==> src/rtl/prbs_ber_ctrl_pkg.sv <==
// Shared definitions for the PRBS9 bit-error-rate controller.
// Covers the polynomial tap, the default seed and the FSM state encoding.
package prbs_ber_ctrl_pkg;

    localparam int PRBS_N = 9;
    localparam int FB_TAP = 5;
    localparam logic [PRBS_N-1:0] DEFAULT_SEED = 9'h1AA;

    typedef enum logic [1:0] {
        ST_IDLE    = 2'd0,
        ST_ACQUIRE = 2'd1,
        ST_CHECK   = 2'd2,
        ST_DONE    = 2'd3
    } state_e;

    // x^9 + x^5 + 1 in right-shift form taps reg[4] and reg[0]
    function automatic logic prbs9_fb(input logic [PRBS_N-1:0] s);
        return s[PRBS_N-FB_TAP] ^ s[0];
    endfunction

endpackage

==> src/rtl/prbs_ber_ctrl_if.sv <==
// Control, bit-serial loopback and result signals of the BER controller.
// The master side drives the i_* signals and observes the o_* signals.
interface prbs_ber_ctrl_if #(parameter int CNT_W = 32);

    logic             i_start;
    logic             i_abort;
    logic [CNT_W-1:0] i_num_bits;
    logic             i_tx_ready;
    logic             i_rx_bit;
    logic             i_rx_valid;
    logic             o_tx_bit;
    logic             o_tx_valid;
    logic             o_lock;
    logic             o_busy;
    logic             o_done;
    logic [CNT_W-1:0] o_bit_cnt;
    logic [CNT_W-1:0] o_err_cnt;
    logic [7:0]       o_relock_cnt;

    modport master (
        output i_start, i_abort, i_num_bits, i_tx_ready, i_rx_bit, i_rx_valid,
        input  o_tx_bit, o_tx_valid, o_lock, o_busy, o_done,
               o_bit_cnt, o_err_cnt, o_relock_cnt
    );

    modport slave (
        input  i_start, i_abort, i_num_bits, i_tx_ready, i_rx_bit, i_rx_valid,
        output o_tx_bit, o_tx_valid, o_lock, o_busy, o_done,
               o_bit_cnt, o_err_cnt, o_relock_cnt
    );

endinterface

==> src/rtl/prbs_ber_ctrl_lfsr.sv <==
// Right-shift Fibonacci LFSR generator; the output bit is reg[0].
// i_load reloads SEED and takes priority over i_en.
module prbs_ber_ctrl_lfsr
    import prbs_ber_ctrl_pkg::*;
#(
    parameter int               PRBSn = PRBS_N,
    parameter int               TAP   = FB_TAP,
    parameter logic [PRBSn-1:0] SEED  = DEFAULT_SEED
) (
    input  logic i_clk,
    input  logic i_load,
    input  logic i_en,
    output logic o_bit
);

    logic [PRBSn-1:0] lfsr_q, lfsr_d;

    always_comb begin
        lfsr_d = lfsr_q;
        if (i_load) begin
            lfsr_d = SEED;
        end else if (i_en) begin
            lfsr_d = {lfsr_q[PRBSn-TAP] ^ lfsr_q[0], lfsr_q[PRBSn-1:1]};
        end
    end

    always_ff @(posedge i_clk) begin
        lfsr_q <= lfsr_d;
    end

    assign o_bit = lfsr_q[0];

endmodule

==> src/rtl/prbs_ber_ctrl.sv <==
// PRBS9 BER controller: paces/reseeds the TX generator, self-synchronises the
// RX checker and counts checked bits, errors and lock losses per run.
module prbs_ber_ctrl
    import prbs_ber_ctrl_pkg::*;
#(
    parameter int               PRBSn    = PRBS_N,
    parameter logic [PRBSn-1:0] SEED     = DEFAULT_SEED,
    parameter int               CNT_W    = 32,
    parameter int               LOCK_WIN = 64,
    parameter int               LOSS_THR = 8
) (
    input  logic            i_clk,
    input  logic            i_reset,
    prbs_ber_ctrl_if.slave  bus
);

    localparam int BLK_W  = $clog2(LOCK_WIN + 1);
    localparam int BERR_W = $clog2(LOSS_THR + 1);
    localparam int ACQ_W  = $clog2(PRBSn + 1);

    state_e            state_q, state_d;
    logic [PRBSn-1:0]  chk_q, chk_d;
    logic [ACQ_W-1:0]  acq_cnt_q, acq_cnt_d;
    logic [BLK_W-1:0]  blk_cnt_q, blk_cnt_d, blk_cnt_inc;
    logic [BERR_W-1:0] blk_err_q, blk_err_d, blk_err_inc;
    logic [CNT_W-1:0]  num_bits_q, num_bits_d;
    logic [CNT_W-1:0]  bit_cnt_q, bit_cnt_d;
    logic [CNT_W-1:0]  err_cnt_q, err_cnt_d;
    logic [7:0]        relock_cnt_q, relock_cnt_d;
    logic              gen_rst_q, gen_rst_d;
    logic              busy, exp_bit, rx_err, gen_bit;

    always_comb begin
        state_d      = state_q;
        chk_d        = chk_q;
        acq_cnt_d    = acq_cnt_q;
        blk_cnt_d    = blk_cnt_q;
        blk_err_d    = blk_err_q;
        num_bits_d   = num_bits_q;
        bit_cnt_d    = bit_cnt_q;
        err_cnt_d    = err_cnt_q;
        relock_cnt_d = relock_cnt_q;
        gen_rst_d    = 1'b0;
        exp_bit      = chk_q[PRBSn-FB_TAP] ^ chk_q[0];
        rx_err       = bus.i_rx_bit ^ exp_bit;
        blk_cnt_inc  = blk_cnt_q + 1'b1;
        blk_err_inc  = blk_err_q + BERR_W'(rx_err);

        if (bus.i_abort) begin
            state_d = ST_IDLE;
        end else begin
            case (state_q)
                ST_IDLE, ST_DONE: begin
                    if (bus.i_start) begin
                        state_d      = ST_ACQUIRE;
                        chk_d        = '0;
                        acq_cnt_d    = '0;
                        blk_cnt_d    = '0;
                        blk_err_d    = '0;
                        num_bits_d   = bus.i_num_bits;
                        bit_cnt_d    = '0;
                        err_cnt_d    = '0;
                        relock_cnt_d = '0;
                        gen_rst_d    = 1'b1;
                    end
                end
                ST_ACQUIRE: begin
                    if (bus.i_rx_valid) begin
                        chk_d     = {bus.i_rx_bit, chk_q[PRBSn-1:1]};
                        acq_cnt_d = acq_cnt_q + 1'b1;
                        if (acq_cnt_q == ACQ_W'(PRBSn - 1)) begin
                            acq_cnt_d = '0;
                            state_d   = (num_bits_q == '0) ? ST_DONE : ST_CHECK;
                        end
                    end
                end
                ST_CHECK: begin
                    if (bus.i_rx_valid) begin
                        // Shift in the predicted bit so a line error cannot corrupt the checker
                        chk_d     = {exp_bit, chk_q[PRBSn-1:1]};
                        bit_cnt_d = bit_cnt_q + 1'b1;
                        blk_cnt_d = blk_cnt_inc;
                        blk_err_d = blk_err_inc;
                        if (rx_err && (err_cnt_q != '1)) begin
                            err_cnt_d = err_cnt_q + 1'b1;
                        end
                        if (bit_cnt_d == num_bits_q) begin
                            state_d = ST_DONE;
                        end else if (blk_err_inc == BERR_W'(LOSS_THR)) begin
                            state_d   = ST_ACQUIRE;
                            acq_cnt_d = '0;
                            blk_cnt_d = '0;
                            blk_err_d = '0;
                            if (relock_cnt_q != 8'hFF) begin
                                relock_cnt_d = relock_cnt_q + 1'b1;
                            end
                        end else if (blk_cnt_inc == BLK_W'(LOCK_WIN)) begin
                            blk_cnt_d = '0;
                            blk_err_d = '0;
                        end
                    end
                end
                default: state_d = ST_IDLE;
            endcase
        end
    end

    always_ff @(posedge i_clk) begin
        if (i_reset) begin
            state_q      <= ST_IDLE;
            chk_q        <= '0;
            acq_cnt_q    <= '0;
            blk_cnt_q    <= '0;
            blk_err_q    <= '0;
            num_bits_q   <= '0;
            bit_cnt_q    <= '0;
            err_cnt_q    <= '0;
            relock_cnt_q <= '0;
            gen_rst_q    <= 1'b1;
        end else begin
            state_q      <= state_d;
            chk_q        <= chk_d;
            acq_cnt_q    <= acq_cnt_d;
            blk_cnt_q    <= blk_cnt_d;
            blk_err_q    <= blk_err_d;
            num_bits_q   <= num_bits_d;
            bit_cnt_q    <= bit_cnt_d;
            err_cnt_q    <= err_cnt_d;
            relock_cnt_q <= relock_cnt_d;
            gen_rst_q    <= gen_rst_d;
        end
    end

    // i_reset also loads the seed directly so o_tx_bit is defined right after reset
    prbs_ber_ctrl_lfsr #(
        .PRBSn (PRBSn),
        .TAP   (FB_TAP),
        .SEED  (SEED)
    ) u_gen (
        .i_clk  (i_clk),
        .i_load (i_reset | gen_rst_q),
        .i_en   (busy & bus.i_tx_ready & ~gen_rst_q),
        .o_bit  (gen_bit)
    );

    assign busy             = (state_q == ST_ACQUIRE) || (state_q == ST_CHECK);
    assign bus.o_busy       = busy;
    assign bus.o_done       = (state_q == ST_DONE);
    assign bus.o_lock       = (state_q == ST_CHECK);
    assign bus.o_tx_valid   = busy & ~gen_rst_q;
    assign bus.o_tx_bit     = gen_bit;
    assign bus.o_bit_cnt    = bit_cnt_q;
    assign bus.o_err_cnt    = err_cnt_q;
    assign bus.o_relock_cnt = relock_cnt_q;

endmodule

==> src/flat_wrapper.sv <==
// flat-port wrapper written by rule: the top's interface ports become plain ports
module prbs_ber_ctrl_flat import prbs_ber_ctrl_pkg::*;
#(
    parameter int               PRBSn    = PRBS_N,
    parameter logic [PRBSn-1:0] SEED     = DEFAULT_SEED,
    parameter int               CNT_W    = 32,
    parameter int               LOCK_WIN = 64,
    parameter int               LOSS_THR = 8
)
  (i_clk, i_reset, bus_i_start, bus_i_abort, bus_i_num_bits, bus_i_tx_ready, bus_i_rx_bit, bus_i_rx_valid, bus_o_tx_bit, bus_o_tx_valid, bus_o_lock, bus_o_busy, bus_o_done, bus_o_bit_cnt, bus_o_err_cnt, bus_o_relock_cnt);
  prbs_ber_ctrl_if #(.CNT_W(CNT_W)) bus_i ();
  input  logic i_clk;
  input  logic i_reset;
  input wire logic [$bits(bus_i.i_start)-1:0] bus_i_start;
  input wire logic [$bits(bus_i.i_abort)-1:0] bus_i_abort;
  input wire logic [$bits(bus_i.i_num_bits)-1:0] bus_i_num_bits;
  input wire logic [$bits(bus_i.i_tx_ready)-1:0] bus_i_tx_ready;
  input wire logic [$bits(bus_i.i_rx_bit)-1:0] bus_i_rx_bit;
  input wire logic [$bits(bus_i.i_rx_valid)-1:0] bus_i_rx_valid;
  output wire logic [$bits(bus_i.o_tx_bit)-1:0] bus_o_tx_bit;
  output wire logic [$bits(bus_i.o_tx_valid)-1:0] bus_o_tx_valid;
  output wire logic [$bits(bus_i.o_lock)-1:0] bus_o_lock;
  output wire logic [$bits(bus_i.o_busy)-1:0] bus_o_busy;
  output wire logic [$bits(bus_i.o_done)-1:0] bus_o_done;
  output wire logic [$bits(bus_i.o_bit_cnt)-1:0] bus_o_bit_cnt;
  output wire logic [$bits(bus_i.o_err_cnt)-1:0] bus_o_err_cnt;
  output wire logic [$bits(bus_i.o_relock_cnt)-1:0] bus_o_relock_cnt;
  assign bus_i.i_start = bus_i_start;
  assign bus_i.i_abort = bus_i_abort;
  assign bus_i.i_num_bits = bus_i_num_bits;
  assign bus_i.i_tx_ready = bus_i_tx_ready;
  assign bus_i.i_rx_bit = bus_i_rx_bit;
  assign bus_i.i_rx_valid = bus_i_rx_valid;
  assign bus_o_tx_bit = bus_i.o_tx_bit;
  assign bus_o_tx_valid = bus_i.o_tx_valid;
  assign bus_o_lock = bus_i.o_lock;
  assign bus_o_busy = bus_i.o_busy;
  assign bus_o_done = bus_i.o_done;
  assign bus_o_bit_cnt = bus_i.o_bit_cnt;
  assign bus_o_err_cnt = bus_i.o_err_cnt;
  assign bus_o_relock_cnt = bus_i.o_relock_cnt;
  prbs_ber_ctrl #(.PRBSn(PRBSn), .SEED(SEED), .CNT_W(CNT_W), .LOCK_WIN(LOCK_WIN), .LOSS_THR(LOSS_THR)) u_core (.i_clk(i_clk), .i_reset(i_reset), .bus(bus_i));
endmodule
==> config.mk <==
export PLATFORM = sky130hd
export DESIGN_NAME = prbs_ber_ctrl_flat
export DESIGN_NICKNAME = d
export VERILOG_FILES = /design/src/rtl/prbs_ber_ctrl_pkg.sv /design/src/rtl/prbs_ber_ctrl_if.sv /design/src/rtl/prbs_ber_ctrl_lfsr.sv /design/src/rtl/prbs_ber_ctrl.sv /design/src/flat_wrapper.sv
export SDC_FILE = /design/constraint.sdc
export NUM_CORES = 1
export LEC_CHECK = 0
export CORE_MARGIN = 4
export CORE_UTILIZATION = 38
export DETAILED_ROUTE_END_ITERATION = 6
export PLACE_DENSITY = 0.69
export REMOVE_ABC_BUFFERS = 1
export SLEW_MARGIN = 20
export SYNTH_ARGS = -nofsm -noshare
export SYNTH_HDL_FRONTEND = slang
export SYNTH_HIERARCHICAL = 1
export SYNTH_SLANG_ARGS = --single-unit
==> constraint.sdc <==
create_clock -name i_clk -period 4.7 [get_ports i_clk]
set_clock_uncertainty 0.2 [all_clocks]
set_input_delay 0.94 -clock i_clk [delete_from_list [all_inputs] [get_ports i_clk]]
set_output_delay 0.94 -clock i_clk [all_outputs]
set_load 0.05 [all_outputs]
==> Word level (Yosys, flattened, before mapping) <==
Index checks and enable logic that the tools add are counted.
{ "word_totals": {"regBits": 140, "input_bits": 39, "wordCells": 103, "out_inout_bits": 77} }
{ "op_classes": {"n_addsub": 6, "eq_ne": 18, "bitwise_logic": 9, "muxes": 45, "n_reduce_logical": 14} }
{ "ops": {"columns": ["op", "n"], "rows": [
  ["32-bit 2-to-1 mux", 4],
  ["32-bit case mux with 2 select lines", 2],
  ["32-bit by 1-bit adder with 32-bit output, second input constant", 2],
  ["4-bit 2-to-1 mux", 10],
  ["8-bit 2-to-1 mux", 5],
  ["7-bit 2-to-1 mux", 5],
  ["32-bit == test", 1],
  ["32-bit logical NOT", 1],
  ["32-bit != test, second input constant", 1],
  ["9-bit 2-to-1 mux", 3],
  ["9-bit case mux with 3 select lines", 1],
  ["8-bit case mux with 2 select lines", 1],
  ["7-bit case mux with 2 select lines", 1],
  ["2-bit 2-to-1 mux", 6],
  ["4-bit case mux with 3 select lines", 1],
  ["5-bit AND reduction", 2],
  ["8-bit by 1-bit adder with 8-bit output, second input constant", 1],
  ["4-bit == test, second input constant", 2],
  ["2-bit by 1-bit != test with 1-bit output, second input constant", 4],
  ["2-bit != test, second input constant", 4],
  ["8-bit != test, second input constant", 1],
  ["4-bit case mux with 2 select lines", 1],
  ["4-bit AND reduction", 2],
  ["7-bit by 1-bit adder with 7-bit output, second input constant", 1],
  ["other kinds (20)", 30]
]} }

==> Longest topological paths before layout <==
Gate-level depths: netlist (run 1).
{ "logic_depth": {"ltp_word": 8, "depth_mapped": 13, "depth_no_buf": 13} }

==> Modules after synthesis <==
Netlist (run 1), hierarchy kept.
{ "modules_own_cells": {"columns": ["module", "cells_per_inst", "area_per_inst_um2", "instances"], "rows": [
  ["prbs_ber_ctrl", 942, 7176.9, 1],
  ["prbs_ber_ctrl_lfsr", 30, 325.3, 1]
]} }

==> Worst setup path after synthesis (run 1) <==
Ideal clock, no wire load.
{ "synth_timing": {"kind": "register -> register", "startpoint": "register u_core.bit_cnt_q[0] (netlist: u_core/bus.o_bit_cnt[0])", "endpoint": "register u_core.relock_cnt_q[0] (netlist: u_core/bus.o_relock_cnt[0])", "slack_ns": 0.758, "arrival_ns": 3.626, "n_path_buf": 1, "setup_ns": 0.116, "synth_period_minus_slack_ns": 3.942, "path_stages_with_launch": 12, "required_ns": 4.384, "cell_sequence": "dfxtp_1 > ha_1 > nand3_2 > or3_1 > clkbuf_2 > or4_1 > xnor2_1 > a2111oi_0 > or4b_4 > o21ai_1 > o41ai_1 > a41o_1"} }
{ "synth_via": {"elab_chain_cells": 4} }
{ "synth_rtl": {"columns": ["element", "line_no", "rtl"], "rows": [
  ["start: declaration", "prbs_ber_ctrl.sv:27", "logic [CNT_W-1:0] bit_cnt_q, bit_cnt_d;"],
  ["start signal: assignment", "prbs_ber_ctrl.sv:127", "bit_cnt_q <= bit_cnt_d;"],
  ["32-bit by 1-bit adder with 32-bit output", "prbs_ber_ctrl.sv:81", "bit_cnt_d = bit_cnt_q + 1'b1;"],
  ["32-bit == test", "prbs_ber_ctrl.sv:87", "if (bit_cnt_d == num_bits_q) begin"],
  ["2-bit != test (no line)", null, null],
  ["7-bit AND reduction (no line)", null, null],
  ["end signal: assignment", "prbs_ber_ctrl.sv:129", "relock_cnt_q <= relock_cnt_d;"],
  ["end: declaration", "prbs_ber_ctrl.sv:29", "logic [7:0] relock_cnt_q, relock_cnt_d;"]
]} }
Every way passes these cells.
A chain may end at the register's enable or synchronous reset.

==> Final worst setup path (run 1) <==
{ "layout_timing": {"startpoint": "register u_core.bit_cnt_q[0] (netlist: u_core/bus.o_bit_cnt[0])", "endpoint": "register u_core.acq_cnt_q[0]"} }
{ "layout_via": {"elab_chain_cells": 4} }
{ "layout_rtl": {"columns": ["element", "line_no", "rtl"], "rows": [
  ["32-bit by 1-bit adder with 32-bit output", "prbs_ber_ctrl.sv:81", null],
  ["32-bit == test", "prbs_ber_ctrl.sv:87", null],
  ["2-bit != test (no line)", null, null],
  ["6-bit AND reduction (no line)", null, null],
  ["end signal: assignment", "prbs_ber_ctrl.sv:123", "acq_cnt_q <= acq_cnt_d;"],
  ["end: declaration", "prbs_ber_ctrl.sv:23", "logic [ACQ_W-1:0] acq_cnt_q, acq_cnt_d;"]
]} }
Every way passes these cells.

==> results of run 1 <==
-- power by group through the flow --
| stage | sequential [mW] | clock [mW] | combinational, mW |
|---|---|---|---|
| final | 1.22 | 1.43 | 0.196 |
| after global routing | 1.22 | 1.50 | 0.214 |
| after CTS | 1.22 | 1.45 | 0.197 |
| after detailed placement | 1.24 | 0 | 0.196 |
| after global placement | 1.24 | 0 | 0.194 |
| after floorplan | 1.24 | 0 | 0.106 |
-- registers in the layout, summed over array words and instances, names as in the netlist --
register                 cells
u_core/gen_rst_q             1
u_core/blk_err_q             4
u_core/chk_q                 9
u_core/state_q               2
u_core/blk_cnt_q             7
u_core/bus.o_err_cnt        32
u_core/bus.o_bit_cnt        32
u_core/bus.o_relock_cnt      8
u_core/acq_cnt_q             4
u_core/num_bits_q           32
u_core/u_gen/lfsr_q          9
-- metal layers --
layer | track usage (%) | vias up | part of all wire, %
met5 | 0 | - | 0
met1 | 25.8 | 3449 | 45
li1 | - | 3636 | -
met2 | 31.6 | 248 | 47
met3 | 4.94 | 28 | 6.4
met4 | 4.67 | 0 | 1.1
-- worst max-delay path, cell delays in order, from the launching register on --
cell,delay (ns)
dfxtp_1,0.47
ha_1,0.34
nand3_2,0.18
or3_1,0.49
or4_1,0.49
xnor2_1,0.15
a2111oi_0,0.41
nor4b_2,0.42
a21o_2,0.31
a21oi_1,0.16
mux2_2,0.34
-- final cells by class --
type | count | area, um2
inverter | 24 | 90.1
fill | 1865 | 9950
tap | 265 | 332
sequential | 140 | 2800
clock buffer | 17 | 425
clock inverter | 15 | 200
timing repair buffer | 134 | 1290
multi-input combinational | 751 | 4370
-- cell usage after synthesis, drive strengths merged, types with 2 or more instances --
cell     instances  area share, %
o41ai            2           0.23
xor2            35            4.1
a21o             5           0.52
or4              6           0.60
nor3b            3           0.30
nand3b           2           0.20
nand4b           3           0.35
ha              11            1.8
or3             15            1.3
inv             24            1.2
o22ai            2           0.17
nor3            30            2.0
a211oi           2           0.20
nand2          155            7.8
o2111ai          4           0.47
a21oi           89            5.9
o311ai           2           0.23
o31ai            4           0.40
a32oi            3           0.35
nand2b           8           0.67
o21ai           29            2.1
dfxtp          140             37
a31oi           14            1.2
nor4            17            1.5
nor2            98            4.9
nor4b            6           0.87
o211ai           2           0.20
o221ai           2           0.23
and3            17            1.4
nor2b            3           0.25
a311oi           3           0.35
mux2i           11            1.5
a31o             3           0.35
a32o             2           0.27
xnor2           46            5.4
clkbuf          42            2.1
a22oi            4           0.40
or2              6           0.50
nand3           54            3.7
and4            10            1.2
buf             15            1.1
nand4           23            2.0
and2             5           0.42
-- logic make-up after synthesis --
group           count (synthesis)
xor+xnor                       81
buf+inv                        81
flops                         140
mux                            12
fa+ha+maj                      11
compound gates                184
simple gates                  463
-- per-stage QoR --
step	hold WS [ns]	setup slack (ns)	instances
floorplan	0.226	0.0860	915
global placement	0.240	0.766	1314
detailed placement	0.248	0.740	1314
CTS	0.255	0.685	1346
global route	0.284	0.302	1346
finish	0.253	0.623	1346
-- path summary, 6_finish.rpt --
path	from	end	cells past startpoint
worst max-delay path	u_core/bus.o_bit_cnt[0]	u_core/acq_cnt_q[0]	10
worst min register to register	u_core/chk_q[6]	u_core/chk_q[6]	2
worst min-delay path	u_core/chk_q[6]	u_core/chk_q[6]	2
worst max register to register	u_core/bus.o_bit_cnt[0]	u_core/acq_cnt_q[0]	10
==> out/results.txt, run 1 <==
The flow ran to the end, and the final reports show no timing, DRC or antenna violations. After Yosys synthesis, full adders, half adders and majority gates account for 1.83% of the synthesized area. In this run the static leakage power is 3.25 nW. The core region area was 19500 um2; the worst-path maximum fanout was 8.

The routed layout has 7361 vias. Buffers inserted to repair hold after CTS numbered 0. The kind of critical path is reg -> reg. The clock latency on the worst-skew pair was 0.42 ns; the yosys synthesis warning count was 6. Part of the total power dissipated in the clock network: 50.2%. The max-capacitance violation count is 0. In this run the deepest clock path goes through 2 buffers. The average vias per placed instance is 5.47. The power per unit of standard cell area is 299 nW/um2. The total cell area at the placement stage is 8890 um2, and the count of clock tree sinks is 140. The share of synthesized cell area in and, or, nand and nor gates is 30.2%, and the post-synthesis instance area is 7500 um2.

The share of the synthesized netlist area taken by xor and xnor gates came out at 9.46%. The hold violation total from the final report is 0, and the number of cell rows is 51. The library cell used most frequently in the layout, excluding fill and tap cells, is nand2_1. Relative to the synthesized area, the layout overhead comes to 26.8%. In this run, synthesis produced a sequential element count of 140. The clock transition at the register clock pins on the worst setup and hold paths after CTS works out to 0.06 ns. The type of the tightest min-delay check is reg -> reg. STA puts the critical path data required time at 4.81 ns. Synthesis instantiated 71 different standard cells from the library.

TritonCTS built the clock tree. The switching power total was 0.703 mW; the pin slew with the least headroom to its limit was 1.15 ns. For this configuration, the core starts out at a cell density of 38.5%.

The number of global-route vias before repair is 6779, and the floorplan die area is 22100 um2. After detailed routing, the number of remaining DRC violations is 0. Setup repair after global routing left no endpoint under its margin. The worst pin sits at a relative slew slack of 22.4%. Input and output buffers added on the ports amount to 115. From bottom edge to top edge, the die measures 149 um. The combined global-route utilization of all metal layers was 19.4%. The signal arrival time at the worst endpoint is 4.19 ns, and the number of endpoints failing setup at the final stage is 0.

The complex-gate fraction of the synthesized area was 15.1%. The fraction of power spent switching nets was 24.7%; the layout net count was 1118. The share of total power dissipated in sequential elements is 42.9%. Highest ir drop seen on vdd: 261 uV.

The share of the core filled with cells is 48.9%. The tools report the wire length of the first global-routing pass as 34800 um. Leaving out fill and tap cells, the most frequent cells in the layout are nand2_1, dfxtp_1, clkdlybuf4s50_1, nor2_1, a21oi_1. The worst register-to-register path has a setup slack of 0.62 ns.

In the final layout, the share of cells above drive strength 1 is 6.94%. The internal power of the cells totals 2.14 mW. The power after layout is 2.84 mW. For this run, the leading register cell type out of synthesis is dfxtp_1. In this run the post-CTS setup repair buffer count came out at 0.

The maximum number of pins on one net before global-route repair is 61, and the average footprint of a synthesized cell is 7.72 um2. Critical path capture point type: a register. Summing the sequential cell areas from Yosys gives 37.4% of the chip area. For the initial antenna violation count, the log shows 0. 116 I/O pins were placed. Dividing the final minimum period by the clock period gives 86.7%. The logs give 15100 um for the half-perimeter wire length after detailed placement and 21600 um for the final wirelength. The smallest clock period supported by the final layout is computed as 4.08 ns.

The total count of max-transition violations in the final report is 0. The post-synthesis async set-or-reset flop share came out at 0%. The detailed router finished its first iteration with 708 violations.

0 antenna diodes ended up in the layout. The number of clock buffers added by TritonCTS is 17. Sort of element at the start of the critical path: a register. The final weighted congestion in routability-driven placement was 0.927.

Summed over all layers, the global routing overflow is 0. Static timing analysis puts the maximum clock frequency at 0.245 GHz. The portion of synthesized area spent on multiplexers is 1.62%. The run gives 9510 um2 as the post-route standard cell area excluding fillers. The tools report the clock root buffer as clkbuf_16. The number of enable flip-flop cells after synthesis is 0. The largest family of logic cells by synthesized area is simple AND/OR/NAND/NOR gates.

Setup total negative slack on the finished layout was measured at 0 ns. CTS built an H-tree with a depth of 4. Gate count of the mapped netlist: 972. The floorplan die width was 149 um; the number of iterations in the first detailed-routing pass was 5. The tools report the share of total power in combinational logic as 6.9%. Final routed wire length divided by cell count: 16.1 um. Gates resized during post-CTS repair numbered 0. Remaining antenna violation count after routing: 0.
(Power assumes the default switching activity.)
==> run 2, diff against run 1 <==
CORE_UTILIZATION = 40   (was 38)
PLACE_DENSITY = 0.71   (was 0.69)
==> out/results.txt, run 2 (synthesis results as in run 1) <==
The run finished with clean final reports. Clock latency on the worst-skew pair, taken at its later pin, is 0.42 ns. The worst register-to-register path begins at u_core/bus.o_bit_cnt[0].

The floorplan step set the die height to 145 um. The pre-antenna-repair detailed-routing pass consisted of 5 iterations. The area growth from synthesis to layout is 26.3%. The pin slew with the least headroom to its limit was 0.780 ns. 0 antenna diodes ended up in the layout. Clock-pin slew was measured on the worst setup and hold paths at 0.06 ns.

The first global-routing pass estimated 35600 um of wire. Buffers inserted during clock tree synthesis total 17. Wires add up to 21700 um. Setup total negative slack on the finished layout was measured at 0 ns. The master of the slowest instance on the critical path was or4_1.

Cells with a size suffix above 1 make up 6.68% of the layout. Total count of max-transition violations in the final report: 0. For this block, the initial DRC count from the detailed router was 756. The library cells used most frequently in the layout, excluding fill and tap cells, are nand2_1, dfxtp_1, clkdlybuf4s50_1, nor2_1, a21oi_1.

The half-perimeter wire length after detailed placement came out at 15200 um. Hold violation total from the final report: 0. The quantity of hold-fixing buffers added after cts was 0. In this run the tightest slew margin relative to its limit is 48.0%.

Dividing the detail-routed via count by the number of cells gives 5.64. CTS built an H-tree with a depth of 4. The delay of the slowest cell on the worst path works out to 0.50 ns. The total cell area at the placement stage was 8830 um2; the highest ir drop seen on vdd was 242 uV. For the number of global-route vias before repair, the log shows 6964. The maximum number of pins on one net before global-route repair is 58.

The I/O pin count is 116, and the number of cells traversed by the worst hold path is 2. Data on the critical path is required at its endpoint by 4.81 ns. Final hold analysis gives a worst-case slack of 0.254 ns.

Detailed routing inserted a total of 7373 vias. STA classifies the critical path endpoint as a register. In this design, the largest share of critical-path delay is due to simple AND/OR/NAND/NOR gates. The run gives 3.24 nW as the leakage power. TritonCTS built the clock tree. Setup repair after global routing left no endpoint under its margin. The number of endpoints failing setup at the final stage came out at 0.

The logs give 0.251 GHz for the top achievable clock speed and 18200 um2 for the core region area. In this run the most critical hold path is launched from u_core/chk_q[6]. The floorplan has 49 rows. The floorplan step defined a die boundary enclosing 21000 um2. The filler cells instantiated in the layout total 1738. Counting every sink on the clock net gives 140.

After detailed routing, the average wire length per cell comes to 16.6 um. Global routing used 20.2% of the available tracks. The run gives 0 as the max-capacitance violation count. The buffers inserted during post-CTS setup optimization was 0; the number of input and output port buffers inserted was 115. The count of buffering cells on the critical path with inverters included is 0. The overflow left after global routing came out at 0.

Once the floorplan was initialized, standard cells occupied 41.2% of the core. The number of gates resized after CTS was 0. For the finished layout, the period the worst path requires is 3.99 ns. The initial antenna violation count was 0; the critical path depth was 10. The worst path uses 84.8% of the clock period. The most common cell after layout, fill and taps aside is nand2_1.

The congestion estimate from routability-driven global placement came to 0.942. The worst setup path is launched from a register. Traced cell by cell, the critical path runs through ha_1 > nand3_2 > or3_1 > or4_1 > xnor2_1 > a2111oi_0 > nor4b_2 > a21o_2 > a21oi_1 > mux2_2. The root buffer cell chosen for the clock tree is clkbuf_16. The longest clock path from root to sink contains 2 buffers. The worst-path maximum fanout was 8; the floorplan die width was 145 um. The detail route stage leaves a number of antenna-violating nets equal to 0.

The post-route standard cell area excluding fillers is 9480 um2, and the depth of the worst register-to-register path is 10. Layout net count: 1117. The kind of critical path was reg -> reg. Tracing the worst setup path back leads to its startpoint at u_core/bus.o_bit_cnt[0]. The type of the tightest min-delay check is reg -> reg. The signal arrival time at the worst endpoint came out at 4.09 ns. Dividing total power by cell area gives a power density of 304 nW/um2.

In the routed design, unresolved DRC markers number 0.
-- run 2: cell count changes in the layout (fill, tap and decap cells not counted), sizes merged --
cell and delta:
buf -1, bufinv +2, clkbuf +2, clkinvlp +2, inv -8
-- run 2: power breakdown --
group          switching, mW  internal (mW)  total [mW]
combinational          0.114         0.0807       0.195
clock                  0.515          0.949        1.46
sequential            0.0165           1.20        1.22
total                  0.645           2.23        2.88
-- run 2: path summary, 6_finish.rpt --
check / to / slack [ns]
hold / removal: u_core/chk_q[6] / 0.25
setup reg to reg: u_core/acq_cnt_q[0] / 0.71
hold reg to reg: u_core/chk_q[6] / 0.25
setup / recovery: u_core/acq_cnt_q[0] / 0.71
-- run 2: cell type report --
type | count | area, um2 | share of cell area (%)
Multi-Input combinational cell | 751 | 4380 | 46.2
Sequential cell | 140 | 2800 | 29.6
Timing Repair Buffer | 133 | 1280 | 13.5
Clock buffer | 19 | 443 | 4.67
Tap cell | 229 | 287 | 3.02
Clock inverter | 11 | 194 | 2.05
Inverter | 24 | 90.1 | 0.951
-- run 2: per-layer routing --
metal | track usage, % | up-vias | wire length [um]
met5 | 0 | - | 0
met4 | 7.70 | 0 | 500
met3 | 4.83 | 43 | 1610
met2 | 31.9 | 307 | 9740
met1 | 26.9 | 3402 | 9850
li1 | - | 3621 | -
-- run 2: worst min-delay path: stages, from the launching register on --
cell and delay (ns):
dfxtp_1 0.31, nand2_1 0.05, a21oi_1 0.05
-- run 2: metrics by stage --
| step | instances | setup WS (ns) | total power [mW] | utilization (%) |
|---|---|---|---|---|
| after floorplan | 915 | 0.0860 | 1.35 | - |
| final | 1307 | 0.713 | 2.88 | 52.0 |
| after global placement | 1277 | 0.832 | 1.44 | 48.5 |
| after global routing | 1307 | 0.520 | 2.97 | 52.0 |
| after CTS | 1307 | 0.754 | 2.91 | 52.0 |
| after detailed placement | 1277 | 0.799 | 1.44 | 48.5 |
==> run 3, diff against run 2 <==
clock period = 4 ns   (was 4.7 ns; I/O delays follow)
==> out/results.txt, run 3 (synthesis results as in run 1) <==
The clock tree synthesis step divided the H-tree into 4 levels. Setup violations remaining at the end of the flow were counted as 0. The worst-path maximum fanout came out at 7.

Pin placement for this block handled 116 I/O pins. The run gives 0.43 ns as the clock latency on the worst-skew pair. The tools report the maximum number of pins on one net before global-route repair as 99. The master of the slowest instance on the critical path was or4b_4. VDD sags by at most 223 uV. Summing over every cut layer, the via total after detailed routing is 7434. After global routing the overflow that remains totals 0. Once detailed placement completed, the half-perimeter wirelength came to 15500 um. The worst hold path terminates at u_core/chk_q[3].

For the initial antenna violation count, the log shows 0. Layout-stage area growth over the synthesis result: 27.1%. The number of buffers between clock root and the deepest sink is 2. The startpoint identified for the worst register-to-register timing path is u_core/bus.o_bit_cnt[1]. The tools report the total count of max-transition violations in the final report as 0. Setup repair after global routing left no endpoint under its margin. Max-cap violations in this run came to 0. Flip-flop and latch area: 2800 um2. The worst hold path passes through 2 cells. The logs give 1136 for the layout net count and 0 for the buffers inserted during post-CTS setup optimization. The critical path goes through ha_1 > nand3_2 > or3_1 > or4_1 > xnor2_1 > a2111oi_1 > or4b_4 > nor2_2 > o21ai_1 > a31oi_1. After layout, the design draws a total of 3.11 mW. Once the floorplan was initialized, standard cells occupied 41.2% of the core.

The start point of the worst hold path was u_core/chk_q[3]. The run gives 3.87 ns as the signal arrival time at the worst endpoint. The core region is 18200 um2. Count of buffering cells on the critical path with inverters included: 0. STA puts the critical path data required time at 4.14 ns. The run finished with clean final reports. The number of fill cells in the layout is 1708. The family with the most delay on the worst path was simple AND/OR/NAND/NOR gates. The worst pin sits at a relative slew slack of 36.6%.

The depth of the worst register-to-register path is 10, and the post-route standard cell area excluding fillers is 9530 um2. For the wire length of the first global-routing pass, the log shows 35400 um. CTS placed an instance of clkbuf_16 at the clock tree root. The final routed wire length divided by cell count is 16.3 um. Floorplan die width: 145 um. Number of cells in the design after placement: 1296. For this design the ratio of total power to cell area is 326 nW/um2. Clock-pin slew was measured on the worst setup and hold paths at 0.07 ns. Setup slack on the worst reg-to-reg path comes out at 0.27 ns. In the final layout, the share of cells above drive strength 1 is 8.37%.

Static timing analysis puts the maximum clock frequency at 0.268 GHz. The critical path depth is 10, and the area of the multi-input gates is 4380 um2. The detailed router finished its first iteration with 737 violations. For the number of global-route vias before repair, the log shows 6776. The most common cell after layout, fill and taps aside is nand2_1. Buffers placed on the I/O ports in this run total 115. In the layout the commonest cells are nand2_1, dfxtp_1, clkdlybuf4s50_1, nor2_1, a21oi_1. In this design, the stage delay of the slowest critical-path cell is 0.58 ns. The final wirelength was 21700 um; the total negative slack for setup checks was 0 ns. The worst setup path is captured at a register. The run gives 0 as the remaining antenna violation count after routing. The post-route DRC violation count is 0, and the final weighted congestion in routability-driven placement is 0.928. TritonCTS built the clock tree. STA classifies the critical path startpoint as a register. Total cell area at the placement stage: 8990 um2. The tools report the diode insertion count for antenna repair as 0. Measured along the y axis, the die boundary spans 145 um.

For the final instance count without filler cells, the log shows 1328. The critical path is of the reg -> reg type. Type of the tightest min-delay check: reg -> reg. The final period utilization is 93.3%, and the hold violation total from the final report is 0. The logs give 21000 um2 for the floorplan die area and 3.31 nW for the leakage power.

For the pin with the worst max-slew slack, the measured transition is 0.944 ns. In this run, CTS created clock tree buffers numbering 17. The worst register-to-register path ends at u_core/bus.o_relock_cnt[4]. The logs give 5 for the number of iterations in the first detailed-routing pass and 49 for the number of cell rows. The run gives 20.3% as the combined global-route utilization of all metal layers. After detailed routing, the number of vias per cell comes to 5.60. For this design, the sink count on the clock tree is 140. The routed design could run at a clock period as short as 3.73 ns.
==> run 3: changes by cell type in the layout (fill, tap and decap cells not counted), moves of 4 or more <==
cell,before,now
inv_6,0,4
bufinv_16,5,0
clkinv_2,1,5
buf_4,18,36
==> run 3: report_power, final <==
part / switching (mW) / total [mW] / internal [mW]
Combinational: 0.137 / 0.235 / 0.0981
Clock: 0.633 / 1.44 / 0.811
Sequential: 0.0195 / 1.43 / 1.41
Total: 0.789 / 3.11 / 2.32
==> run 3: final cells by class <==
cell class,instances,share of cell area (%)
Timing Repair Buffer,152,15.1
Clock buffer,19,4.65
Sequential cell,140,29.4
Inverter,24,0.945
Multi-Input combinational cell,751,46.0
Clock inverter,13,0.958
Tap cell,229,3.01
==> run 3: worst max path at each step <==
| stage | from | to | slack [ns] |
|---|---|---|---|
| 2_1_floorplan | u_core/state_q[0] | u_core/bus.o_relock_cnt[4] | -0.61 |
| 3_3_place_gp | bus_i_rx_bit | u_core/acq_cnt_q[0] | 0.27 |
| 3_5_place_dp | bus_i_rx_bit | u_core/acq_cnt_q[0] | 0.21 |
| 4_1_cts | u_core/bus.o_bit_cnt[1] | u_core/acq_cnt_q[0] | 0.26 |
| 5_1_grt | u_core/bus.o_bit_cnt[8] | u_core/blk_cnt_q[3] | 0.04 |
| 6_report | u_core/bus.o_bit_cnt[1] | u_core/bus.o_relock_cnt[4] | 0.27 |
==> run 3: metal layers <==
| layer | track usage [%] | vias to the layer above | share of wire (%) |
|---|---|---|---|
| met5 | 0 | - | 0 |
| met3 | 5.21 | 34 | 7.4 |
| li1 | - | 3666 | - |
| met1 | 27.9 | 3437 | 46 |
| met2 | 31.3 | 297 | 44 |
| met4 | 6.32 | 0 | 2.0 |
==> run 3: metrics by stage <==
stage                     setup slack (ns)  utilization [%]  hold WS [ns]
after floorplan                     -0.614                -         0.226
after global placement               0.271             49.4         0.239
after detailed placement             0.210             49.4         0.245
after CTS                            0.261             52.3         0.253
after global routing                0.0421             52.4         0.278
final                                0.269             52.4         0.249
==> run 3: worst min-delay path: cells and delay by family, from the launching register on <==
kind	cells	cell delay (ns)
simple gates	1	0.05
compound gates	1	0.05
flops	1	0.31
==> run 3: repair_timing <==
action	in CTS	in global routing
setup endpoints to repair	0	12
hold buffers	0	0
gates resized for setup	0	2
endpoints found under the hold margin	0	0
